File: src/rtl/dcache_flush_unit.sv
// Dcache flush walker: visits every set, writes back dirty ways, invalidates
// the set, and acknowledges the requester once the last set is done.
module dcache_flush_unit #(
   parameter int NUM_SETS = 256,
   parameter int NUM_WAYS = 8,
   localparam int IDX_W = $clog2(NUM_SETS),
   localparam int WAY_W = (NUM_WAYS > 1) ? $clog2(NUM_WAYS) : 1
) (
   input  logic                clk_i,
   input  logic                rst_ni,
   input  logic                clr_i,
   input  logic                flush_i,
   output logic                flush_ack_o,
   output logic                busy_o,
   output logic                tag_req_o,
   input  logic                tag_gnt_i,
   output logic [IDX_W-1:0]    tag_idx_o,
   input  logic [NUM_WAYS-1:0] valid_i,
   input  logic [NUM_WAYS-1:0] dirty_i,
   output logic                wb_req_o,
   input  logic                wb_gnt_i,
   output logic [WAY_W-1:0]    wb_way_o,
   input  logic                wb_done_i,
   output logic                inv_o,
   output logic [NUM_WAYS-1:0] inv_way_mask_o
);

   typedef enum logic [2:0] {
      IDLE, READ_TAG, WAIT_TAG, WB_REQ, WB_WAIT, INVALIDATE, ACK, DONE
   } state_e;

   state_e              state_q, state_d;
   logic [IDX_W-1:0]    cnt_q, cnt_d;
   logic [NUM_WAYS-1:0] dmask_q, dmask_d;
   logic [NUM_WAYS-1:0] vmask_q, vmask_d;

   function automatic logic [WAY_W-1:0] lowest_way(input logic [NUM_WAYS-1:0] m);
      lowest_way = '0;
      for (int i = NUM_WAYS - 1; i >= 0; i--) begin
         if (m[i]) lowest_way = WAY_W'(i);
      end
   endfunction

   always_ff @(posedge clk_i or negedge rst_ni) begin
      if (!rst_ni) begin
         state_q <= IDLE;
         cnt_q   <= '0;
         dmask_q <= '0;
         vmask_q <= '0;
      end else begin
         state_q <= state_d;
         cnt_q   <= cnt_d;
         dmask_q <= dmask_d;
         vmask_q <= vmask_d;
      end
   end

   always_comb begin
      state_d        = state_q;
      cnt_d          = cnt_q;
      dmask_d        = dmask_q;
      vmask_d        = vmask_q;
      flush_ack_o    = 1'b0;
      tag_req_o      = 1'b0;
      wb_req_o       = 1'b0;
      inv_o          = 1'b0;
      inv_way_mask_o = '0;

      case (state_q)
         IDLE: begin
            if (flush_i) begin
               state_d = READ_TAG;
               cnt_d   = '0;
            end
         end
         READ_TAG: begin
            tag_req_o = 1'b1;
            if (tag_gnt_i) state_d = WAIT_TAG;
         end
         WAIT_TAG: begin
            // Only valid lines can need a write-back; stale dirty bits are ignored.
            dmask_d = dirty_i & valid_i;
            vmask_d = valid_i;
            state_d = (|(dirty_i & valid_i)) ? WB_REQ : INVALIDATE;
         end
         WB_REQ: begin
            wb_req_o = 1'b1;
            if (wb_gnt_i) state_d = WB_WAIT;
         end
         WB_WAIT: begin
            if (wb_done_i) begin
               dmask_d = dmask_q & (dmask_q - NUM_WAYS'(1));
               state_d = (|(dmask_q & (dmask_q - NUM_WAYS'(1)))) ? WB_REQ : INVALIDATE;
            end
         end
         INVALIDATE: begin
            inv_o          = 1'b1;
            inv_way_mask_o = vmask_q;
            if (cnt_q == IDX_W'(NUM_SETS - 1)) begin
               state_d = ACK;
            end else begin
               cnt_d   = cnt_q + IDX_W'(1);
               state_d = READ_TAG;
            end
         end
         ACK: begin
            flush_ack_o = 1'b1;
            state_d     = DONE;
         end
         DONE: begin
            // The requester keeps flush_i high one cycle past ack; do not restart on it.
            if (!flush_i) state_d = IDLE;
         end
         default: state_d = IDLE;
      endcase

      if (clr_i) begin
         state_d = IDLE;
         cnt_d   = '0;
         dmask_d = '0;
         vmask_d = '0;
      end
   end

   assign busy_o    = (state_q != IDLE) && (state_q != DONE);
   assign tag_idx_o = cnt_q;
   assign wb_way_o  = lowest_way(dmask_q);

endmodule
File: config.mk
export PLATFORM = sky130hd
export DESIGN_NAME = dcache_flush_unit
export DESIGN_NICKNAME = d
export VERILOG_FILES = /design/src/rtl/dcache_flush_unit.sv
export SDC_FILE = /design/constraint.sdc
export NUM_CORES = 1
export LEC_CHECK = 0
export CORE_ASPECT_RATIO = 1.1
export CORE_MARGIN = 2
export CORE_UTILIZATION = 49
export CTS_BUF_LIST = sky130_fd_sc_hd__clkbuf_16
export CTS_CLUSTER_DIAMETER = 80
export DETAILED_ROUTE_END_ITERATION = 7
export PLACE_DENSITY = 0.85
export SLEW_MARGIN = 20
export SYNTH_ARGS = -nofsm -noshare
export SYNTH_HDL_FRONTEND = slang
export SYNTH_SLANG_ARGS = --single-unit
File: constraint.sdc
create_clock -name clk_i -period 2.34 [get_ports clk_i]
set_clock_uncertainty 0.1 [all_clocks]
set_input_delay 0.468 -clock clk_i [delete_from_list [all_inputs] [get_ports clk_i]]
set_output_delay 0.468 -clock clk_i [all_outputs]
set_load 0.02 [all_outputs]
# Yosys cells after proc, flatten, opt, wreduce, memory -nomap -nowiden
# Cells that the tools add are included.
[totals]
elab_cells = 66
register_bits = 27
input_bits = 23
out_inout_bits = 24
[op_classes]
eq_ne = 15
mux = 32
n_reduce_logical = 11
addsub = 2
bitwise = 2
[ops]
columns = ["operator", "count"]
rows = [
  ["8-bit two-way mux", 8],
  ["3-bit two-way mux", 17],
  ["8-bit one-hot mux with 2 select lines", 2],
  ["3-bit one-hot mux with 8 select lines", 1],
  ["3-bit != test (second input constant)", 7],
  ["8-bit bitwise AND", 2],
  ["8-bit OR reduction", 2],
  ["3-bit equality test (second input constant)", 4],
  ["3-bit nonzero test", 3],
  ["8-bit by 1-bit adder with 8-bit output (second input constant)", 1],
  ["8-bit equality test (second input constant)", 1],
  ["8-bit by 1-bit subtractor with 8-bit output (second input constant)", 1],
  ["3-bit by 2-bit equality test with 1-bit output (second input constant)", 2],
  ["5-bit AND reduction", 1],
  ["1-bit two-way mux", 4],
  ["3-bit by 1-bit equality test with 1-bit output (second input constant)", 1],
  ["3-bit logical NOT", 1],
  ["3-bit AND reduction", 1],
  ["2-bit AND reduction", 1],
  ["2-bit nonzero test", 1],
  ["1-bit logical AND", 1],
]

# Depth between registers and ports, before layout
[logic_depth]
ltp_word = 8
mapped_depth = 8
ltp_nobuf = 6

# Worst setup path before layout
# OpenSTA, ideal clock, no wires.
[synth_timing]
kind = "register to output"
startpoint = "register dmask_q[2]"
endpoint = "output wb_way_o[2]"
path_stages_with_launch = 4
t_arrival_ns = 1.517
path_slack_ns = 0.255
path_buffers = 1
required_ns = 1.772
path_cell_list = "dfrtp_1 -> buf_6 -> or4_2 -> a21oi_1"
[synth_between]
elab_chain_cells = 3
[synth_rtl]
columns = ["element", "line", "source"]
rows = [
  ["from (decl)", "34", "logic [NUM_WAYS-1:0] dmask_q, dmask_d;"],
  ["from (signal assigned)", "53", "dmask_q <= dmask_d;"],
  ["3-bit two-way mux (3 in series)", "40", "if (m[i]) lowest_way = WAY_W'(i);"],
  ["to (decl)", "22", "output logic [WAY_W-1:0] wb_way_o,"],
]
# No other way between the ends.

# Final worst setup path
[layout_timing]
startpoint = "register state_q[0]"
endpoint = "output flush_ack_o"
[layout_between]
elab_chain_cells = 2
[layout_rtl]
columns = ["element", "line", "source"]
rows = [
  ["from (decl)", "32", "state_e state_q, state_d;"],
  ["from (signal assigned)", "51", "state_q <= state_d;"],
  ["3-bit equality test", "69", "case (state_q)"],
  ["1-bit two-way mux", "69", ""],
  ["to (decl)", "13", "output logic flush_ack_o,"],
]
# No other way between the ends.

==> results.md <==
- Routed via count: 1923
- R2R Setup Slk: 0.17 ns
- Die width: 62.3 um
- GRT Resource Usage Total: 23.3%
- Fin crit share: 97.3%
- CTS Buffer Depth: 2
- Ys Warns: 0
- First-pass GRT wire length: 7960 um
- Max IR drop VDD: 0.279 mV
- Layout Nets: 300
- Worst path arrival time: 1.71 ns
- Hold Vio Cnt, Final: 0
- Antenna violations before repair: 0
- Slowest CP cell: clkdlybuf4s50_1
- CP Cell Sequence: and2b_2 -> and2_1 -> clkdlybuf4s50_1
- Share of layout cells above drive strength 1: 14.2%
- Clock sinks: 27
- EDFF count, synth: 0
- Wire per inst: 14.6 um
- Status: complete, no violations
- Post-Syn Area: 1830 sq um
- Port Buf Inserts: 46
- Terminus of the critical flop-to-flop path: state_q[1]$_DFFE_PN0P_
- Vias in the first global route: 1682
- I/O pin cnt: 47
- Max Slew Vio Count: 0
- Seq cells post-synth: 27
- Largest stage delay, worst path: 0.59 ns
- Yosys cell types: 46
- Clk Latency, worst-skew pair: 0.26 ns
- Die area: 4250 sq um
- Die height: 68.2 um
- Beginning of the worst hold path: vmask_q[5]$_DFFE_PN0P_
- Worst r2r src: dmask_q[0]$_DFFE_PN0P_
- Drt total wl: 4740 um
- Clock slew at reported path FFs: 0.07 ns
- CP Launch Point: state_q[0]$_DFFE_PN0P_
- R2R depth: 6
- Hold Path Depth: 2
- Post-synth ARST share: 100%
- Ant. Diodes: 0
- Placed cell area: 2350 sq um
- Syn Area/Cell: 8.11 sq um
- Leakage power: 1.13 nW
- Crit. End Element: primary output
- Post-Synthesis Cells: 226
- Gpl congestion: 0.963
- Syn Nets: 250
- DRT Pass-1 Iters: 5
- Filler instances: 319
- Routed Antenna Nets: 0
- Crit-path max FO: 9
- Crit path required time: 1.77 ns
- Worst Tran Pin Value: 0.413 ns
- Maxcap violations: 0
- Tot Pwr: 1.08 mW
- GR Overflow Total: 0
- Final core occ: 67.3%
- Hold_ws: 0.426 ns
- Worst setup SP type: flip-flop
- Via density: 5.92
- Post-layout instance area: 2440 sq um
- Worst setup path class: flip-flop to primary output
- Pwr per Cell Area: 442 nW/um^2
- Slew Limit Headroom: 72.4%
- DRC: 0
- DR iter-0 viols: 195
- F_max: 0.439 GHz
- RSZ-0062 raised after global routing: no
- Main synth FF type: dfrtp_1
- # H-tree levels: 1
- Clock period minus worst slack: 2.28 ns
- Cts bufs inserted: 3
- Pin count of the biggest net entering global routing: 28
- Final worst slack: 0.0626 ns
- Post-DP HPWL: 3500 um
- Endpoints failing setup: 0
- Worst Hold Path EP: vmask_q[5]$_DFFE_PN0P_
- Seq/Total Area, Yosys: 36.9%
- Post-CTS Hold Fix Bufs: 0
- Area grow syn2layout: 33.0%
- Std-Cell Rows: 23
- CTS tree: yes
- Initial Util: 50.6%
- Clock root buffer: clkbuf_16
- Setup slack at placement: -0.00843 ns
- Core Area: 3630 sq um
- HP Class: flip-flop to flip-flop
worst max-delay path, delay by kind of cell, from the launching register on:
kind,cells,cell delay (ns)
simple gates,2,0.40
flops,1,0.46
buf+inv,1,0.59
metrics by stage:
stage | setup TNS, ns | cells
2_1_floorplan | 0 | 226
3_3_place_gp | -0.0133 | 321
3_5_place_dp | -0.00843 | 321
4_1_cts | 0 | 325
5_1_grt | 0 | 325
6_report | 0 | 325
cell usage in the layout (no fill, tap or decap), types with 3 or more instances in the layout:
cell type	count
a32oi_1	8
a22oi_1	6
a21oi_1	24
nand2_1	27
nand2b_1	3
nor3_1	6
nor2_1	31
dfrtp_2	3
dlygate4sd2_1	9
nand3_1	3
and3_1	11
dfrtp_1	24
clkdlybuf4s50_1	32
buf_4	17
o21ai_0	15
dlymetal6s2s_1	4
nor4_1	3
clkbuf_16	3
o21bai_1	3
inv_1	5
or3_1	3
worst max path at each step:
stage / endpoint / cells past startpoint / slack [ns]
final: flush_ack_o / 3 / 0.06
after global placement: wb_way_o[2] / 3 / -0.01
after global routing: flush_ack_o / 3 / 0.01
after CTS: busy_o / 4 / 0.002
after detailed placement: wb_way_o[2] / 3 / -0.008
after floorplan: wb_way_o[2] / 3 / 0.26
flip-flops by register name (all words and copies together) (netlist names):
signal,cells
dmask_q,8
state_q,3
tag_idx_o,8
vmask_q,8
repair_timing:
| action | in CTS | in global routing |
|---|---|---|
| setup buffers | 0 | 0 |
| resized for setup | 13 | 10 |
| endpoints found under the setup margin | 11 | 7 |
synth_stat cells (2+ instances only):
library cell  instances  area, sq um
clkbuf_1              8         30.0
nand3_1               3         15.0
a21oi_1              24          120
o21bai_1              3         22.5
a22oi_1               6         45.0
and2b_2               2         17.5
and2_1                2         12.5
or2b_2                2         17.5
a32oi_1               8         70.1
nor2_1               32          120
a211o_2               2         20.0
dfrtp_1              27          676
nand2b_1              3         18.8
nand2_1              27          101
nor3_1                7         35.0
or3_1                 3         18.8
nor4_1                3         18.8
nand3b_1              2         15.0
o21ai_0              15         75.1
buf_6                 7         78.8
and3_1               11         68.8
inv_1                 5         18.8
where the power goes:
group,internal (mW),leakage [nW],switching (mW),total [mW]
clock,0.233,0.0371,0.168,0.401
sequential,0.474,0.371,0.00966,0.484
combinational,0.0928,0.723,0.0995,0.192
cells by family (layout without fill, tap and decap cells):
family	Yosys count	after routing	share of synthesized area, %
buffers and inverters	23	72	8.26
AND/OR/NAND/NOR	103	103	27.7
AO/OA/AOI/OAI	71	71	25.9
multiplexers	1	1	0.546
flip-flops	27	27	36.9
adder cells (fa/ha/maj)	1	1	0.682
per-layer routing:
layer	routed length, um	share of wire (%)	GRT usage [%]
met2	2430	51	42.1
met3	279	5.9	2.47
met5	0	0	0
met4	51	1.1	6.94
met1	1980	42	30.0
area by class of cell:
| type | instances | area, sq um | area share (%) |
|---|---|---|---|
| repair buffers | 63 | 582 | 23.9 |
| inverters | 5 | 18.8 | 0.770 |
| clock inverters | 1 | 7.51 | 0.308 |
| clock buffers | 3 | 75.1 | 3.08 |
| multi-input cells | 176 | 1010 | 41.6 |
| well taps | 50 | 62.6 | 2.57 |
| flip-flops and latches | 27 | 679 | 27.9 |
Power figures use the tool's default switching activity.
